File: src/rtl/mem_port_arbiter.sv
// Arbitrates one registered request/ready memory port between instruction fetch and data access.
// Define ARB_RR_EN for round-robin tie breaking; the default build uses fixed data-over-fetch priority.
module mem_port_arbiter #(
  parameter int unsigned ADDR_W      = 32,
  parameter int unsigned DATA_W      = 32,
  parameter int unsigned TIMEOUT_CYC = 255
) (
  input  logic              clk,
  input  logic              reset,
  input  logic              if_req,
  input  logic [ADDR_W-1:0] if_addr,
  output logic              if_gnt,
  output logic              if_rvalid,
  output logic [DATA_W-1:0] if_rdata,
  output logic              if_err,
  input  logic              d_req,
  input  logic              d_we,
  input  logic [ADDR_W-1:0] d_addr,
  input  logic [DATA_W-1:0] d_wdata,
  output logic              d_gnt,
  output logic              d_rvalid,
  output logic [DATA_W-1:0] d_rdata,
  output logic              d_err,
  output logic              m_req,
  output logic              m_we,
  output logic [ADDR_W-1:0] m_addr,
  output logic [DATA_W-1:0] m_wdata,
  input  logic              m_ready,
  input  logic [DATA_W-1:0] m_rdata,
  output logic              busy
);

  localparam int unsigned CNT_W = (TIMEOUT_CYC > 2) ? $clog2(TIMEOUT_CYC) : 1;
  localparam logic [CNT_W-1:0] CNT_LAST = CNT_W'(TIMEOUT_CYC - 1);

  typedef enum logic [1:0] {
    IDLE    = 2'd0,
    BUSY_IF = 2'd1,
    BUSY_D  = 2'd2
  } state_t;

  state_t           state;
  state_t           state_next;
  logic [CNT_W-1:0] cnt;
  logic             done_c;
  logic             abort_c;

`ifdef ARB_RR_EN
  // 1 = data was granted last, 0 = fetch
  logic last_grant;
`endif

  // Arbitration, completion and timeout decisions
  always_comb begin
    state_next = state;
    if_gnt     = 1'b0;
    d_gnt      = 1'b0;
    done_c     = 1'b0;
    abort_c    = 1'b0;
    case (state)
      IDLE: begin
`ifdef ARB_RR_EN
        if (d_req && (!if_req || !last_grant)) begin
          d_gnt = 1'b1;
        end else if (if_req) begin
          if_gnt = 1'b1;
        end
`else
        if (d_req) begin
          d_gnt = 1'b1;
        end else if (if_req) begin
          if_gnt = 1'b1;
        end
`endif
        if (d_gnt) begin
          state_next = BUSY_D;
        end else if (if_gnt) begin
          state_next = BUSY_IF;
        end
      end
      BUSY_IF, BUSY_D: begin
        if (m_ready) begin
          done_c     = 1'b1;
          state_next = IDLE;
        end else if ((TIMEOUT_CYC != 0) && (cnt == CNT_LAST)) begin
          abort_c    = 1'b1;
          state_next = IDLE;
        end
      end
      default: state_next = IDLE;
    endcase
  end

  always_ff @(posedge clk) begin
    if (reset) begin
      state <= IDLE;
    end else begin
      state <= state_next;
    end
  end

  // Memory-side registers and requester responses
  always_ff @(posedge clk) begin
    if (reset) begin
      m_req     <= 1'b0;
      m_we      <= 1'b0;
      m_addr    <= '0;
      m_wdata   <= '0;
      cnt       <= '0;
      if_rvalid <= 1'b0;
      if_rdata  <= '0;
      if_err    <= 1'b0;
      d_rvalid  <= 1'b0;
      d_rdata   <= '0;
      d_err     <= 1'b0;
      busy      <= 1'b0;
    end else begin
      if_rvalid <= 1'b0;
      if_err    <= 1'b0;
      d_rvalid  <= 1'b0;
      d_err     <= 1'b0;
      busy      <= (state_next != IDLE);
      if (d_gnt || if_gnt) begin
        m_req   <= 1'b1;
        m_we    <= d_gnt & d_we;
        m_addr  <= d_gnt ? d_addr : if_addr;
        m_wdata <= d_gnt ? d_wdata : '0;
        cnt     <= '0;
      end else if (done_c || abort_c) begin
        m_req <= 1'b0;
        if (state == BUSY_D) begin
          d_rvalid <= 1'b1;
          d_err    <= abort_c;
          d_rdata  <= (abort_c || m_we) ? '0 : m_rdata;
        end else begin
          if_rvalid <= 1'b1;
          if_err    <= abort_c;
          if_rdata  <= abort_c ? '0 : m_rdata;
        end
      end else if (m_req) begin
        cnt <= cnt + CNT_W'(1);
      end
    end
  end

`ifdef ARB_RR_EN
  always_ff @(posedge clk) begin
    if (reset) begin
      last_grant <= 1'b0;
    end else if (d_gnt) begin
      last_grant <= 1'b1;
    end else if (if_gnt) begin
      last_grant <= 1'b0;
    end
  end
`endif

endmodule

File: config.mk
export PLATFORM = sky130hd
export DESIGN_NAME = mem_port_arbiter
export DESIGN_NICKNAME = d
export VERILOG_FILES = /design/src/rtl/mem_port_arbiter.sv
export SDC_FILE = /design/constraint.sdc
export NUM_CORES = 1
export LEC_CHECK = 0
export CAP_MARGIN = 25
export CORE_MARGIN = 1.5
export CORE_UTILIZATION = 32
export CTS_BUF_LIST = sky130_fd_sc_hd__clkbuf_8
export DETAILED_ROUTE_END_ITERATION = 6
export PLACE_DENSITY = 0.75
export SLEW_MARGIN = 20
export SYNTH_ARGS = -nofsm -noshare
export SYNTH_HDL_FRONTEND = slang
export SYNTH_SLANG_ARGS = --single-unit
File: constraint.sdc
create_clock -name clk -period 4.3 [get_ports clk]
set_input_delay 0.43 -clock clk [delete_from_list [all_inputs] [get_ports clk]]
set_output_delay 0.43 -clock clk [all_outputs]
set_load 0.02 [all_outputs]
# Word level (Yosys, flattened, before mapping)
# Index checks and enable logic that the tools add are counted.
[totals] n_memories=0 reg_bits=145 output_inout_bits=137 latch_bits=0 ram_bits=0 in_bits=134 wordCells=60 mem_bits_ro=0
[op_classes] mux=25 n_shift=0 n_addsub=1 bitwise=4 reduce_logical=14 n_mul=0 n_div=0 order_cmp=0 n_eq_ne=3
[ops] operator="2-to-1 mux 32 bit" count=4
[ops] operator="2-to-1 mux 1 bit" count=16
[ops] operator="adder 8 x 1 -> 8 bit, second input constant" count=1
[ops] operator="equality test 8 bit, second input constant" count=1
[ops] operator="2-to-1 mux 2 bit" count=4
[ops] operator="OR reduction 4 bit" count=2
[ops] operator="AND reduction 3 bit" count=2
[ops] operator="one-hot mux 2 bit (2 select lines)" count=1
[ops] operator="nonzero test 2 bit" count=2
[ops] operator="OR reduction 2 bit" count=2
[ops] operator="logical OR 1 bit" count=3
[ops] operator="inverter 1 bit" count=3
[ops] operator="OR reduction 3 bit" count=1
[ops] operator="equality test 2 x 1 -> 1 bit, second input constant" count=1
[ops] operator="equality test 2 bit, second input constant" count=1
[ops] operator="logical NOT 2 bit" count=1
[ops] operator="AND reduction 2 bit" count=1
[ops] operator="AND 1 bit" count=1

# Depth between registers and ports, before layout
# Gate-level depths: netlist of run 1.
[depth] word_depth=7 ltp_mapped=8 mapped_depth_nobuf=6

# Least setup slack after synthesis of run 1
# OpenSTA, ideal clock, no wires.
[synth_path] path_type="register to register" startpoint="register state[0]" endpoint="register d_rdata[0]" period_less_slack_ps=1767 required_ps=4228 setup_time_ps=72 arrival_ps=1695 n_path_buf=2 slack_ps=2533 stages_incl_launch_ff=9 cell_sequence="dfxtp_1 > inv_1 > ha_1 > nand4_1 > o21ai_2 > and3_1 > buf_4 > buf_8 > mux2i_1"
[synth_between] elab_chain_len=5 word_cells_on_any_way=14 cone_classes="2 x eq/ne; 5 x mux; 1 x bitwise; 6 x reduce/logical"
[synth_rtl] item="from (decl)" line="42" rtl="state_t state;"
[synth_rtl] item="from (signal assigned)" line="98" rtl="state <= state_next;"
[synth_rtl] item="equality test 2 bit, or another cell as far along" line="60, 131"
[synth_rtl] item="OR reduction 2 bit / 2-to-1 mux 1 bit (equally long branches)" line="60" rtl="case (state)"
[synth_rtl] item="2-to-1 mux 1 bit / logical OR 1 bit (equally long branches)" line="60, 123"
[synth_rtl] item="logical OR 1 bit, or another cell as far along" line="129" rtl="end else if (done_c || abort_c) begin"
[synth_rtl] item="AND reduction 3 bit (no line) / 2-to-1 mux 32 bit (equally long branches)"
[synth_rtl] item="to (signal assigned)" line="134" rtl="d_rdata <= (abort_c || m_we) ? '0 : m_rdata;"
[synth_rtl] item="to (decl)" line="22" rtl="output logic [DATA_W-1:0] d_rdata,"
# Parallel ways exist; a longest one is shown, timed or not.
# A chain may end at the register's enable or synchronous reset.

# Worst setup path after layout of run 1
[layout_path] startpoint="register state[0]" endpoint="output d_gnt"
[layout_between] elab_chain_len=2
[layout_rtl] item="logical NOT 2 bit" line="60"
[layout_rtl] item="2-to-1 mux 1 bit" line="60"
[layout_rtl] item="to (decl)" line="20" rtl="output logic d_gnt,"
# No other way between the ends.

==> results.md, run 1 <==
* Outcome: finished, final reports clean
* CTS resizes at 0
* 1st-iter DRT viols at 209
* RR Startpoint: state[0]
* # Post-CTS Setup Buffers at 0
* Pleak at 0.00327 uW
* Initial antenna violation count at 0
* Hold Violations, Final at 0
* Ranking of synthesized cells by area: dfxtp_1 (52%), a22o_1 (8.6%), mux2i_1 (7.5%)
* Syn nets at 713
* Critical path origin: state[0]
* Die Area at 18300 um^2
* Initial core utilization at 32.6%
* Global-route wire length before repair at 25600 um
* Drt via density at 4.70
* YS warnings at 0
* Total wire length at 16000 um
* Async S/R FF share, synth at 0%
* Area Growth Syn to Fin at 58.2%
* WL per Instance at 15.0 um
* Setup TNS at 0 ns
* Clock buffer depth at 2
* Final Max Tran Viols at 0
* Main combinational cell family by area after synthesis: simple AND/OR/NAND/NOR gates
* Detailed placement HPWL at 11200 um
* Max rail drop VDD at 0.194 mV
* Post-synthesis instance total at 574
* Drt pass-1 iters at 4
* Reg2reg path depth at 7
* Post-synth EDFFs at 0
* # clock sinks at 145
* Nets at 970
* Hold Crit Class: reg2reg
* Area share of the largest cell type after synthesis at 51.7%
* Final Cycle Share at 64.7%
* Vias in the first global route at 5020
* Worst Skew at 0.0116 ns
* Max_cap viols at 0
* CTS tree: built
* # IOs at 271
* RSZ-0062 raised after global routing: false
* Hold depth at 2
* Worst slew pin tran at 0.723 ns
* Core footprint at 17200 um^2
* # hold bufs at CTS at 0
* Hold Path Origin: d_rdata[2]
* Total track usage at 17.8%
* Nature of the critical path endpoint: output port
* Critical path fanouts, max at 18
* Inserted Diodes at 0
* Die span in y at 135 um
* CP startpoint kind: flip-flop
* H-Tree Depth at 4
* CP arrival at 2.35 ns
* Top FF cell, synth: dfxtp_1
* Mean Syn Cell Area at 9.78 um^2
* CTS buffer count at 17
* Routability Congestion at 0.758
* Synth Area in XOR/XNOR at 0.312%
* Vias at 5018
* Rel. slew slack at 51.7%
* Setup violators final at 0
* Fmax at 0.359 GHz
* Synth Area in Adders at 1.11%
* Clock transition at path regs at 0.08 ns
* Largest net degree at the start of global routing at 66
* Die W at 135 um
* Clk Tree Root Cell: clkbuf_8
* Distinct cell type count after synthesis at 41
* Share of layout cells above drive strength 1 at 6.41%
* Setup CP Type: reg2out
* Minimum clock period at 2.78 ns
* Post-Syn Area at 5610 um^2
* Multiplexer share of the synthesized area at 7.49%
* Final hold slack at 0.473 ns
* Cell Rows at 48
* Synth Area in Compound Gates at 17.1%
* Sequential area share after synthesis at 51.7%
* Simple-gate share of the synthesized area at 17.7%
* Crit path required time at 3.87 ns
* Input/output buffers at 270
* Yosys reg bits at 145
* Grt ovf at 0
* PwrDens at 361 nW/um^2
* DRC Markers at 0
* Area leader, netlist: dfxtp_1
* Clock Latency Late Sink at 0.43 ns
* Antenna Nets Post-Route at 0
## power breakdown
part | switching [uW] | internal [uW]
clock | 512 | 594
combinational | 312 | 325
sequential | 44.4 | 1420
total | 869 | 2340
## cells by family (layout without fill, tap and decap cells)
group	count (synthesis)	count (layout)
AND/OR/NAND/NOR	215	215
flip-flops	145	145
AO/OA/AOI/OAI	116	116
buffers and inverters	49	317
multiplexers	42	42
adder cells (fa/ha/maj)	5	5
XOR/XNOR	2	2
## per-stage QoR
step | worst slack, ns | power (uW) | instances | instance area (um^2) | util (%)
2_1_floorplan | 2.53 | 1800 | 574 | 5610 | -
3_3_place_gp | 1.71 | 2130 | 1035 | 8430 | 48.9
3_5_place_dp | 1.70 | 2140 | 1036 | 8460 | 49.1
4_1_cts | 1.49 | 3250 | 1066 | 8860 | 51.4
5_1_grt | 1.34 | 3360 | 1067 | 8880 | 51.5
6_report | 1.52 | 3210 | 1067 | 8880 | 51.5
## critical path: stages (launching register included)
cell	delay [ns]
dfxtp_1	0.42
inv_1	0.09
ha_1	0.26
nand2_1	0.51
inv_2	0.07
clkdlybuf4s50_1	0.56
## routing by layer
layer | global-route usage, % | share of wire, % | routed length, um
met5 | 0 | 0 | 0
met4 | 6.63 | 1.4 | 229
met3 | 6.55 | 8.2 | 1310
met2 | 28.9 | 46 | 7380
met1 | 21.6 | 44 | 7070
## registers in the layout (all words and copies together) (netlist names)
register	flops
cnt	8
if_err	1
d_rdata	32
d_err	1
m_addr	32
m_wdata	32
state	2
if_rvalid	1
m_we	1
busy	1
d_rvalid	1
if_rdata	32
m_req	1
## placed cells by master, fill, tap and decap left out, drive strengths merged, types with 5 or more instances in the layout
master         count
buf               11
a311oi            33
nand2            110
clkbuf            19
inv                7
or3                5
nor2              37
clkinv             5
a21oi             11
a22o              55
ha                 5
dfxtp            145
o21ai             11
clkdlybuf4s50    269
nor2b              5
mux2i             42
nand2b            43
## final timing paths
path | endpoint | slack, ns
worst max-delay path | d_gnt | 1.52
worst min-delay path | d_rdata[2] | 0.47
worst max register to register | m_wdata[5] | 1.98
worst min register to register | d_rdata[2] | 0.47
## cells in the mapped netlist, drive strengths merged (2+ instances only)
library cell	n
dfxtp	145
nand4	3
a22o	55
or3	5
o21ai	11
buf	25
mux2i	42
clkbuf	17
nor2	37
ha	5
and3	2
inv	6
and2	2
a21oi	11
nor2b	5
nand2	110
nand3	2
a311oi	33
nand2b	43
nor3b	2
## area by class of cell
cell class,instances,area (um^2)
fillers,1604,8360
flip-flops and latches,145,2900
repair buffers,280,2800
multi-input cells,380,2470
well taps,225,282
clock buffers,19,262
clock inverters,11,140
inverters,7,26.3
No activity file was read; power rests on OpenSTA's default activity.
==> run 2, diff against run 1 <==
- clock period: 4.3 -> 2.75 ns (I/O delays scaled with it)
==> results.md, run 2 (synthesis results as in run 1) <==
* Antenna Nets Post-Route at 0
* WL per Instance at 15.0 um
* Critical path origin: state[0]
* Critical path fanouts, max at 6
* Input/output buffers at 270
* Area Growth Syn to Fin at 58.3%
* Setup violators final at 0
* Die span in y at 135 um
* # IOs at 271
* Hold Crit Class: in2reg
* Cell Rows at 48
* Most frequent cells in the layout: clkdlybuf4s50_1 (269), dfxtp_1 (145), nand2_1 (110)
* Inst Count DP at 1038
* Detailed placement HPWL at 11300 um
* Grt ovf at 0
* Setup CP Type: reg2out
* Inserted Diodes at 0
* RR Startpoint: state[0]
* CP arrival at 2.11 ns
* Max_cap viols at 0
* Vias in the first global route at 5021
* Layout fillers at 1601
* RSZ-0062 raised after global routing: false
* CP startpoint kind: flip-flop
* Worst slew pin tran at 0.654 ns
* Nature of the critical path endpoint: output port
* Largest net degree at the start of global routing at 66
* Vias at 5104
* Worst path max stage delay at 0.62 ns
* Clock buffer depth at 2
* Die W at 135 um
* # clock sinks at 145
* Crit-path cells: inv_1, ha_1, nor2b_1, and2_1, clkdlybuf4s50_1
* Drt pass-1 iters at 4
* Initial antenna violation count at 0
* Crit path required time at 2.48 ns
* Routability Congestion at 0.756
* CTS buffer count at 17
* Most common cell after layout, fill and taps aside: clkdlybuf4s50_1
* CTS tree: built
* Pleak at 0.00327 uW
* Worst path slowest cell: clkdlybuf4s50_1
* Clock transition at path regs at 0.09 ns
* H-Tree Depth at 4
* PwrDens at 566 nW/um^2
* Minimum clock period at 2.38 ns
* Rel. slew slack at 56.3%
* Core footprint at 17200 um^2
* Die Area at 18300 um^2
* Total wire length at 16000 um
* Nets at 971
* Worst Skew at 0.0117 ns
* Setup TNS at 0 ns
* Reg2reg path depth at 8
* 1st-iter DRT viols at 281
* Fmax at 0.419 GHz
* DRC Markers at 0
* Hold Crit Endpoint: d_rdata[0]
* # Post-CTS Setup Buffers at 0
* Drt via density at 4.77
* Hold depth at 3
* Final Max Tran Viols at 0
* Total track usage at 17.6%
* Share of layout cells above drive strength 1 at 6.86%
* Worst R2R Setup Slack at 0.66 ns
* Global-route wire length before repair at 25400 um
* R2r endpoint: cnt[1]
* Final Cycle Share at 86.7%
* Hold Violations, Final at 0
* Non-Filler Instances at 1070
* CTS resizes at 0
* Outcome: finished, final reports clean
* Hold Path Origin: reset
* Initial core utilization at 32.6%
* # hold bufs at CTS at 0
* Clock Latency Late Sink at 0.44 ns
* Max rail drop VDD at 0.385 mV
* Clk Tree Root Cell: clkbuf_8
-- run 2: worst max-delay path by stage --
stage                     slack [ns]  depth (start not counted)            to
final                           0.37                          5        if_gnt
after global routing            0.18                          5        if_gnt
after CTS                       0.31                          5        if_gnt
after detailed placement        0.46                          6   if_rdata[5]
after global placement          0.55                          6  if_rdata[10]
after floorplan                 0.98                          8    d_rdata[0]
-- run 2: cell type report --
cell class                      instances  area (um^2)  share of cell area (%)
Clock inverter                         13          151                    1.70
Timing Repair Buffer                  281         2790                    31.4
Tap cell                              225          282                    3.17
Sequential cell                       145         2900                    32.7
Clock buffer                           19          262                    2.94
Inverter                                7         26.3                   0.296
Multi-Input combinational cell        380         2470                    27.8
-- run 2: through the flow --
| step | utilization, % | hold WS (ns) | setup WS [ns] | area [um^2] | power, uW |
|---|---|---|---|---|---|
| 6_report | 51.6 | 0.369 | 0.366 | 8890 | 5030 |
| 5_1_grt | 51.6 | 0.363 | 0.179 | 8890 | 5280 |
| 4_1_cts | 51.5 | 0.328 | 0.314 | 8880 | 5110 |
| 3_5_place_dp | 49.1 | 0.457 | 0.463 | 8470 | 3340 |
| 2_1_floorplan | - | 0.401 | 0.983 | 5610 | 2810 |
| 3_3_place_gp | 49.1 | 0.457 | 0.548 | 8470 | 3330 |
-- run 2: worst max-delay path: cells and delay by family (launching register included) --
kind / cells / cell delay, ns
simple gates: 2 / 0.33
buf+inv: 2 / 0.73
flops: 1 / 0.36
fa+ha+maj: 1 / 0.26
-- run 2: power by group --
| part | switching [uW] | internal, uW | total, uW |
|---|---|---|---|
| logic | 488 | 508 | 996 |
| clock network | 877 | 872 | 1750 |
| registers | 68.2 | 2220 | 2290 |
| total | 1430 | 3600 | 5030 |
-- run 2: layer usage --
metal	up-vias	part of all wire, %	track usage (%)
met5	-	0	0
met1	2367	44	21.4
met3	15	8.5	7.18
met4	0	1.3	5.32
met2	193	46	28.4
li1	2529	-	-
